--- src/rtl/display_scan_ctrl.sv ---
// Four-digit multiplexed 7-segment driver with a serial binary-to-BCD
// converter; a new value reaches the display only once fully converted.
module display_scan_ctrl #(
  parameter int DIV = 1349
) (
  input  logic        clk,
  input  logic        reset,
  input  logic [13:0] data_in,
  input  logic        valid,
  output logic        ready,
  output logic [3:0]  anodes,
  output logic [6:0]  segments
);

  typedef enum logic [1:0] {
    IDLE,
    CONV,
    COMMIT
  } state_t;

  localparam int TW = (DIV < 1) ? 1 : $clog2(DIV + 1);
  localparam logic [TW-1:0] TMAX = TW'(DIV);

  state_t        state;
  logic [13:0]   shreg;
  logic [15:0]   bcd;
  logic [15:0]   bcd_adj;
  logic [15:0]   bcd_nxt;
  logic [3:0]    iter;
  logic          ovf_pend;

  logic [15:0]   disp;
  logic          disp_ovf;
  logic [15:0]   disp_nxt;
  logic          ovf_nxt;

  logic [TW-1:0] tick;
  logic [TW-1:0] tick_nxt;
  logic [1:0]    idx;
  logic [1:0]    idx_nxt;
  logic [3:0]    digit;
  logic          blank;
  logic [6:0]    seg_nxt;

  function automatic logic [6:0] seg_of(input logic [3:0] d);
    logic [6:0] s;
    case (d)
      4'd0:    s = 7'b1000000;
      4'd1:    s = 7'b1111001;
      4'd2:    s = 7'b0100100;
      4'd3:    s = 7'b0110000;
      4'd4:    s = 7'b0011001;
      4'd5:    s = 7'b0010010;
      4'd6:    s = 7'b0000010;
      4'd7:    s = 7'b1111000;
      4'd8:    s = 7'b0000000;
      4'd9:    s = 7'b0010000;
      default: s = 7'b1111111;
    endcase
    return s;
  endfunction

  // Double dabble: add 3 to any nibble >= 5 before each shift.
  always_comb begin
    bcd_adj = bcd;
    for (int i = 0; i < 4; i++) begin
      if (bcd[4*i +: 4] >= 4'd5)
        bcd_adj[4*i +: 4] = bcd[4*i +: 4] + 4'd3;
    end
    bcd_nxt = {bcd_adj[14:0], shreg[13]};
  end

  always_ff @(posedge clk or posedge reset) begin
    if (reset) begin
      state    <= IDLE;
      ready    <= 1'b1;
      shreg    <= '0;
      bcd      <= '0;
      iter     <= '0;
      ovf_pend <= 1'b0;
      disp     <= '0;
      disp_ovf <= 1'b0;
    end else begin
      case (state)
        IDLE: begin
          if (valid && ready) begin
            ready <= 1'b0;
            if (data_in > 14'd9999) begin
              ovf_pend <= 1'b1;
              state    <= COMMIT;
            end else begin
              ovf_pend <= 1'b0;
              shreg    <= data_in;
              bcd      <= '0;
              iter     <= '0;
              state    <= CONV;
            end
          end
        end
        CONV: begin
          bcd   <= bcd_nxt;
          shreg <= {shreg[12:0], 1'b0};
          iter  <= iter + 4'd1;
          if (iter == 4'd13)
            state <= COMMIT;
        end
        COMMIT: begin
          disp     <= bcd;
          disp_ovf <= ovf_pend;
          ready    <= 1'b1;
          state    <= IDLE;
        end
        default: begin
          ready <= 1'b1;
          state <= IDLE;
        end
      endcase
    end
  end

  // Look ahead one edge so anodes and segments move together with the
  // index and with a freshly committed value.
  always_comb begin
    disp_nxt = (state == COMMIT) ? bcd : disp;
    ovf_nxt  = (state == COMMIT) ? ovf_pend : disp_ovf;
    tick_nxt = (tick == TMAX) ? '0 : tick + TW'(1);
    idx_nxt  = (tick == TMAX) ? idx + 2'd1 : idx;
    digit    = disp_nxt[4*idx_nxt +: 4];
    case (idx_nxt)
      2'd1:    blank = (disp_nxt[15:4] == 12'd0);
      2'd2:    blank = (disp_nxt[15:8] == 8'd0);
      2'd3:    blank = (disp_nxt[15:12] == 4'd0);
      default: blank = 1'b0;
    endcase
    if (ovf_nxt)
      seg_nxt = 7'b0111111;
    else if (blank)
      seg_nxt = 7'b1111111;
    else
      seg_nxt = seg_of(digit);
  end

  always_ff @(posedge clk or posedge reset) begin
    if (reset) begin
      tick     <= '0;
      idx      <= '0;
      anodes   <= 4'b1110;
      segments <= 7'b1000000;
    end else begin
      tick     <= tick_nxt;
      idx      <= idx_nxt;
      anodes   <= ~(4'b0001 << idx_nxt);
      segments <= seg_nxt;
    end
  end

endmodule

--- config.mk ---
export PLATFORM = sky130hd
export DESIGN_NAME = display_scan_ctrl
export DESIGN_NICKNAME = d
export VERILOG_FILES = /design/src/rtl/display_scan_ctrl.sv
export SDC_FILE = /design/constraint.sdc
export NUM_CORES = 1
export LEC_CHECK = 0
export CORE_ASPECT_RATIO = 1.25
export CORE_MARGIN = 10
export CORE_UTILIZATION = 40
export DETAILED_ROUTE_END_ITERATION = 12
export SKIP_CTS_REPAIR_TIMING = 1
export SLEW_MARGIN = 20
export SYNTH_ARGS = -nofsm -noshare
export SYNTH_HDL_FRONTEND = slang
export SYNTH_SLANG_ARGS = --single-unit
--- constraint.sdc ---
create_clock -name clk -period 3.6 [get_ports clk]
set_input_delay 0.9 -clock clk [delete_from_list [all_inputs] [get_ports clk]]
set_output_delay 0.9 -clock clk [all_outputs]
set_load 0.1 [all_outputs]
==> metrics, run 1 <==
run status=completed; Detail Route Antenna Nets=0; Total Wirelength=9970 microns; clock skew=0.00769 ns; clock root cell=clkbuf_16; f_max=0.342 GHz; TritonCTS clock tree=yes; Post-synth EDFFs=0; Pleak=0.00229 uW; DP Cell Count=604; Finish-stage setup viols=0; Met3 Routed Length=320 microns; Synth area leaders=dfrtp_1, nand2_1, o21ai_0; port buffer count=28; worst hold path class=flip-flop to flip-flop; share of the synthesized area in the top cell type=41.2%; Vias/cell=5.50; CP required=3.84 ns; initial antenna violation count=0; Mapped Avg Cell Area=9.88 sq um; Num CTS Buffers=9; Tot Pwr=4210 uW; Pre-Repair DR Iteration Count=4; die area=0.0159 sq mm; RSZ-0062 raised after global routing=false; peak supply drop=0.397 mV; clock slew at reported path FFs=0.06 ns; nets=514; Async SR Flop Fraction=100%; top post-synthesis cells by count=dfrtp_1, nand2_1, o21ai_0; crit path time final=2.92 ns; Initial Util=40.8%; antenna cells=0; WL met1=4390 microns; overall die width=115 microns; Ports=29; clock latency on the worst-skew pair=0.34 ns; # H-tree levels=3; Top FF cell, synth=dfrtp_1; fin cells=620; power density cells=811 mW/mm^2; count of warnings emitted by yosys=0; net count after synthesis=489; dominant cell by count in the synthesized netlist=dfrtp_1; Max-slew headroom=32.5%; post-place instance area=0.00488 sq mm; final hold violations=0; Slew @ Worst Pin=1.01 ns; number of synthesized register bits=79; DR WL/cell=16.1 microns; largest net degree at the start of global routing=56; grt total ovfl=0; row count=43; CTS sink cnt=79; Mapped Area=0.00450 sq mm; sequential area share after synthesis=44.1%; number of global-route vias before repair=3469; hpwl dp=7270 microns; CP arrival=3.16 ns; DRC=0; first-pass GRT wire length=17100 microns; fraction of layout cells with a size suffix above 1=14.2%; Fin Setup TNS=0 ns; Layout Area Growth over Synthesis=15.5%; max cap viols=0; Worst Setup Start Kind=flip-flop; CORE AREA=0.0110 sq mm; area leader, netlist=dfrtp_1; distinct cell type count after synthesis=64; CTS Buffer Depth=2; Critical Path End Type=flip-flop; Final Wtd Congestion=0.859; DR iter-0 viols=152; critical path fanouts, max=6; DIE HEIGHT=139 microns; vias=3408; gr usage total=13.1%; Slew Limit Fails=0; post-route cell area=0.00519 sq mm; Top Layer Used=met4; Syn Inst Count=455; wire length on met2=5030 microns; Crit Path Category=flip-flop to flip-flop; fin crit share=81.2%
[stage by stage]
step	hold slack (ns)	utilization (%)	setup WS, ns
floorplan	0.450	-	0.685
global placement	0.462	44.2	0.786
detailed placement	0.476	44.2	0.693
CTS	0.493	47.1	0.690
global route	0.517	47.1	0.394
finish	0.487	47.1	0.676
[worst max-delay path: stages, from the launching register on]
cell      delay (ns)
dfrtp_1         0.41
inv_1           0.07
ha_1            0.20
and4bb_2        0.27
nand4_1         0.19
and2_0          0.30
o211ai_1        0.42
inv_1           0.13
ha_1            0.22
nor4b_1         0.15
a211o_1         0.29
a21o_1          0.17
[where the power goes]
group	switching (uW)	total (uW)	internal, uW
combinational	1060	1740	679
sequential	293	1500	1200
clock	363	973	610
[sequential cells by signal, indices dropped and copies added, names as in the netlist]
| signal | count |
|---|---|
| tick | 11 |
| shreg | 14 |
| ready | 1 |
| state | 2 |
| ovf_pend | 1 |
| anodes | 4 |
| idx | 2 |
| segments | 7 |
| disp_ovf | 1 |
| disp | 16 |
| bcd | 16 |
| iter | 4 |
[kinds of logic after synthesis]
group           count (synthesis)  synth area share (%)
xor+xnor                       17                  3.31
mux                            31                  10.1
fa+ha+maj                      18                  4.95
simple gates                  164                  18.6
compound gates                101                  14.1
buf+inv                        45                  4.84
flops                          79                  44.1
[layer usage]
metal | GRT usage, % | up-vias
met5 | 0 | -
met4 | 5.48 | 0
met3 | 2.99 | 17
met2 | 21.7 | 53
met1 | 15.8 | 1673
li1 | - | 1665
[final timing paths]
| check | startpoint | end | slack, ns | depth (start not counted) |
|---|---|---|---|---|
| worst max-delay path | tick[1] | segments[5] | 0.68 | 11 |
| worst min register to register | shreg[1] | shreg[1] | 0.49 | 2 |
| min in group asynchronous | reset | tick[2] | 0.87 | 2 |
| max in group asynchronous | reset | ready | 2.05 | 3 |
| worst min-delay path | shreg[1] | shreg[1] | 0.49 | 2 |
| worst max register to register | tick[1] | segments[5] | 0.68 | 11 |
[area by class of cell]
class	instances	area [sq um]
well taps	135	169
fillers	1051	5840
multi-input cells	331	2300
clock inverters	5	82.6
clock buffers	11	233
flip-flops and latches	79	1980
repair buffers	37	338
inverters	22	86.3
[cells in the final DEF (no fill, tap or decap), types with 11 or more instances in the layout]
| cell | n |
|---|---|
| o21ai_0 | 44 |
| inv_1 | 20 |
| mux2i_1 | 15 |
| nand3_1 | 20 |
| nor2_1 | 25 |
| clkdlybuf4s50_1 | 19 |
| dfrtp_1 | 74 |
| nand2_1 | 72 |
| ha_1 | 17 |
| a21oi_1 | 19 |
| buf_4 | 17 |
| xnor2_1 | 11 |
Note: power is estimated with default switching activity, not from simulation.
==> run 2: changes to the inputs <==
==> constraint.sdc (replaced) <==
create_clock -name clk -period 2.5 [get_ports clk]
set_input_delay 0.625 -clock clk [delete_from_list [all_inputs] [get_ports clk]]
set_output_delay 0.625 -clock clk [all_outputs]
set_load 0.1 [all_outputs]
==> metrics, run 2 (synthesis gave the netlist of run 1 again) <==
CTS sink cnt=79; Max-slew headroom=65.5%; grt peak-use layer=met2; # H-tree levels=3; grt total ovfl=0; hpwl dp=7760 microns; overall die width=115 microns; Critical Path End Type=flip-flop; NetSw=2540 uW; critical path fanouts, max=9; DRC=0; CP required=2.73 ns; part of the power in the clock network=20.4%; number of global-route vias before repair=3531; clock slew at reported path FFs=0.06 ns; routing usage on met1=15.4%; Ports=29; port buffer count=28; met3 usage=2.55%; Num CTS Buffers=9; fraction of layout cells with a size suffix above 1=22.1%; Layout Area Growth over Synthesis=21.1%; crit-path max cell delay=0.41 ns; crit path time final=2.46 ns; Slew Limit Fails=0; Regs by FF count=bcd: 16 flops, disp: 16 flops, shreg: 14 flops; clock latency on the worst-skew pair=0.33 ns; antenna cells=0; die area=0.0159 sq mm; Detail Route Antenna Nets=0; fin cells=650; CORE AREA=0.0110 sq mm; Switching Share=41.6%; Total Wirelength=10400 microns; Slowest-stage cell, CP=dfrtp_2; nets=544; Vias/cell=5.40; clock root cell=clkbuf_16; Worst Setup Start Kind=flip-flop; Finish-stage setup viols=0; f_max=0.406 GHz; clock skew=0.00423 ns; footprint of the multi-input gates=0.00236 sq mm; initial antenna violation count=0; sequential share of power=34.6%; DIE HEIGHT=139 microns; CP most frequent cell=mux2_2; Critical Path, Cell by Cell=nand2b_4 -> mux2_2 -> mux2_2 -> o211ai_1 -> inv_1 -> ha_2 -> nor4b_4 -> a211o_1 -> a21o_1; Comb pwr share=45.0%; run status=completed; vias=3512; max cap viols=0; Fill cells=993; RSZ-0062 raised after global routing=true; first-pass GRT wire length=17400 microns; peak supply drop=0.585 mV; sequential cell area=0.00199 sq mm; row count=43; Crit Path Category=flip-flop to flip-flop; largest net degree at the start of global routing=80; Final Wtd Congestion=0.842; final hold violations=0; Slew @ Worst Pin=0.517 ns; Fin Setup TNS=0 ns; Pre-Repair DR Iteration Count=4; Pleak=0.00242 uW; worst hold path class=flip-flop to flip-flop; fin crit share=98.5%; DP Cell Count=634; CP arrival=2.69 ns; CTS Buffer Depth=2; Worst Hold Margin=0.480 ns; most frequent cells in the layout=nand2_1, dfrtp_1, buf_4; power density cells=1120 mW/mm^2; internal power=3560 uW; DR WL/cell=16.1 microns; TritonCTS clock tree=yes; DR iter-0 viols=178; gr usage total=13.3%; met2 GRT Util=22.6%; Initial Util=40.8%
==> run 2: per-layer routing <==
layer | up-vias | wire length [microns]
met2 | 60 | 5440
met1 | 1703 | 4350
met4 | 0 | 357
li1 | 1726 | -
met3 | 23 | 300
met5 | - | 0
==> run 2: power groups by stage <==
stage	Clock, uW	Sequential [uW]	Combinational [uW]
2_1_floorplan	0	2410	1640
3_3_place_gp	0	2110	2680
3_5_place_dp	0	2120	2740
4_1_cts	1270	2100	2760
5_1_grt	1330	2180	3050
6_report	1240	2110	2750
==> run 2: worst paths after layout <==
check / to / slack, ns / start / depth (start not counted)
max: segments[5] / 0.04 / state[0] / 9
max in group asynchronous: anodes[2] / 1.36 / reset / 3
min: shreg[7] / 0.48 / shreg[7] / 2
min reg2reg: shreg[7] / 0.48 / shreg[7] / 2
min in group asynchronous: iter[0] / 0.73 / reset / 3
max reg2reg: segments[5] / 0.04 / state[0] / 9
==> run 2: layout make-up <==
class                           instances  area share [%]
Clock buffer                           11            4.64
Multi-Input combinational cell        331            43.3
Sequential cell                        79            36.5
Clock inverter                          5           0.598
Tap cell                              135            3.10
Inverter                               22            1.63
Timing Repair Buffer                   67            10.2
==> run 2: through the flow <==
step | power (uW) | util [%] | setup WS [ns] | instance area [sq um]
after floorplan | 4050 | - | 0.00502 | 4510
after global placement | 4790 | 46.3 | 0.00464 | 5110
after detailed placement | 4860 | 46.3 | -0.0405 | 5110
after CTS | 6130 | 48.9 | -0.0420 | 5390
after global routing | 6550 | 49.4 | -0.0994 | 5440
final | 6100 | 49.4 | 0.0385 | 5440
==> run 2: worst max-delay path: cells and delay by family (launching register included) <==
family          cells  cell delay [ns]
flops               1             0.41
buf+inv             1             0.11
fa+ha+maj           1             0.19
mux                 2             0.64
simple gates        2             0.31
compound gates      3             0.71
==> run 3: changes to the inputs <==
--- a/config.mk
+++ b/config.mk
@@ -5,9 +5,11 @@
 export SDC_FILE = /design/constraint.sdc
 export NUM_CORES = 1
 export LEC_CHECK = 0
+export CAP_MARGIN = 30
 export CORE_ASPECT_RATIO = 1.25
 export CORE_MARGIN = 10
 export CORE_UTILIZATION = 40
+export CTS_CLUSTER_DIAMETER = 50
 export DETAILED_ROUTE_END_ITERATION = 12
 export SKIP_CTS_REPAIR_TIMING = 1
 export SLEW_MARGIN = 20
==> results of run 3 <==
The final DEF is identical to that of run 2; final timing and power are the same.
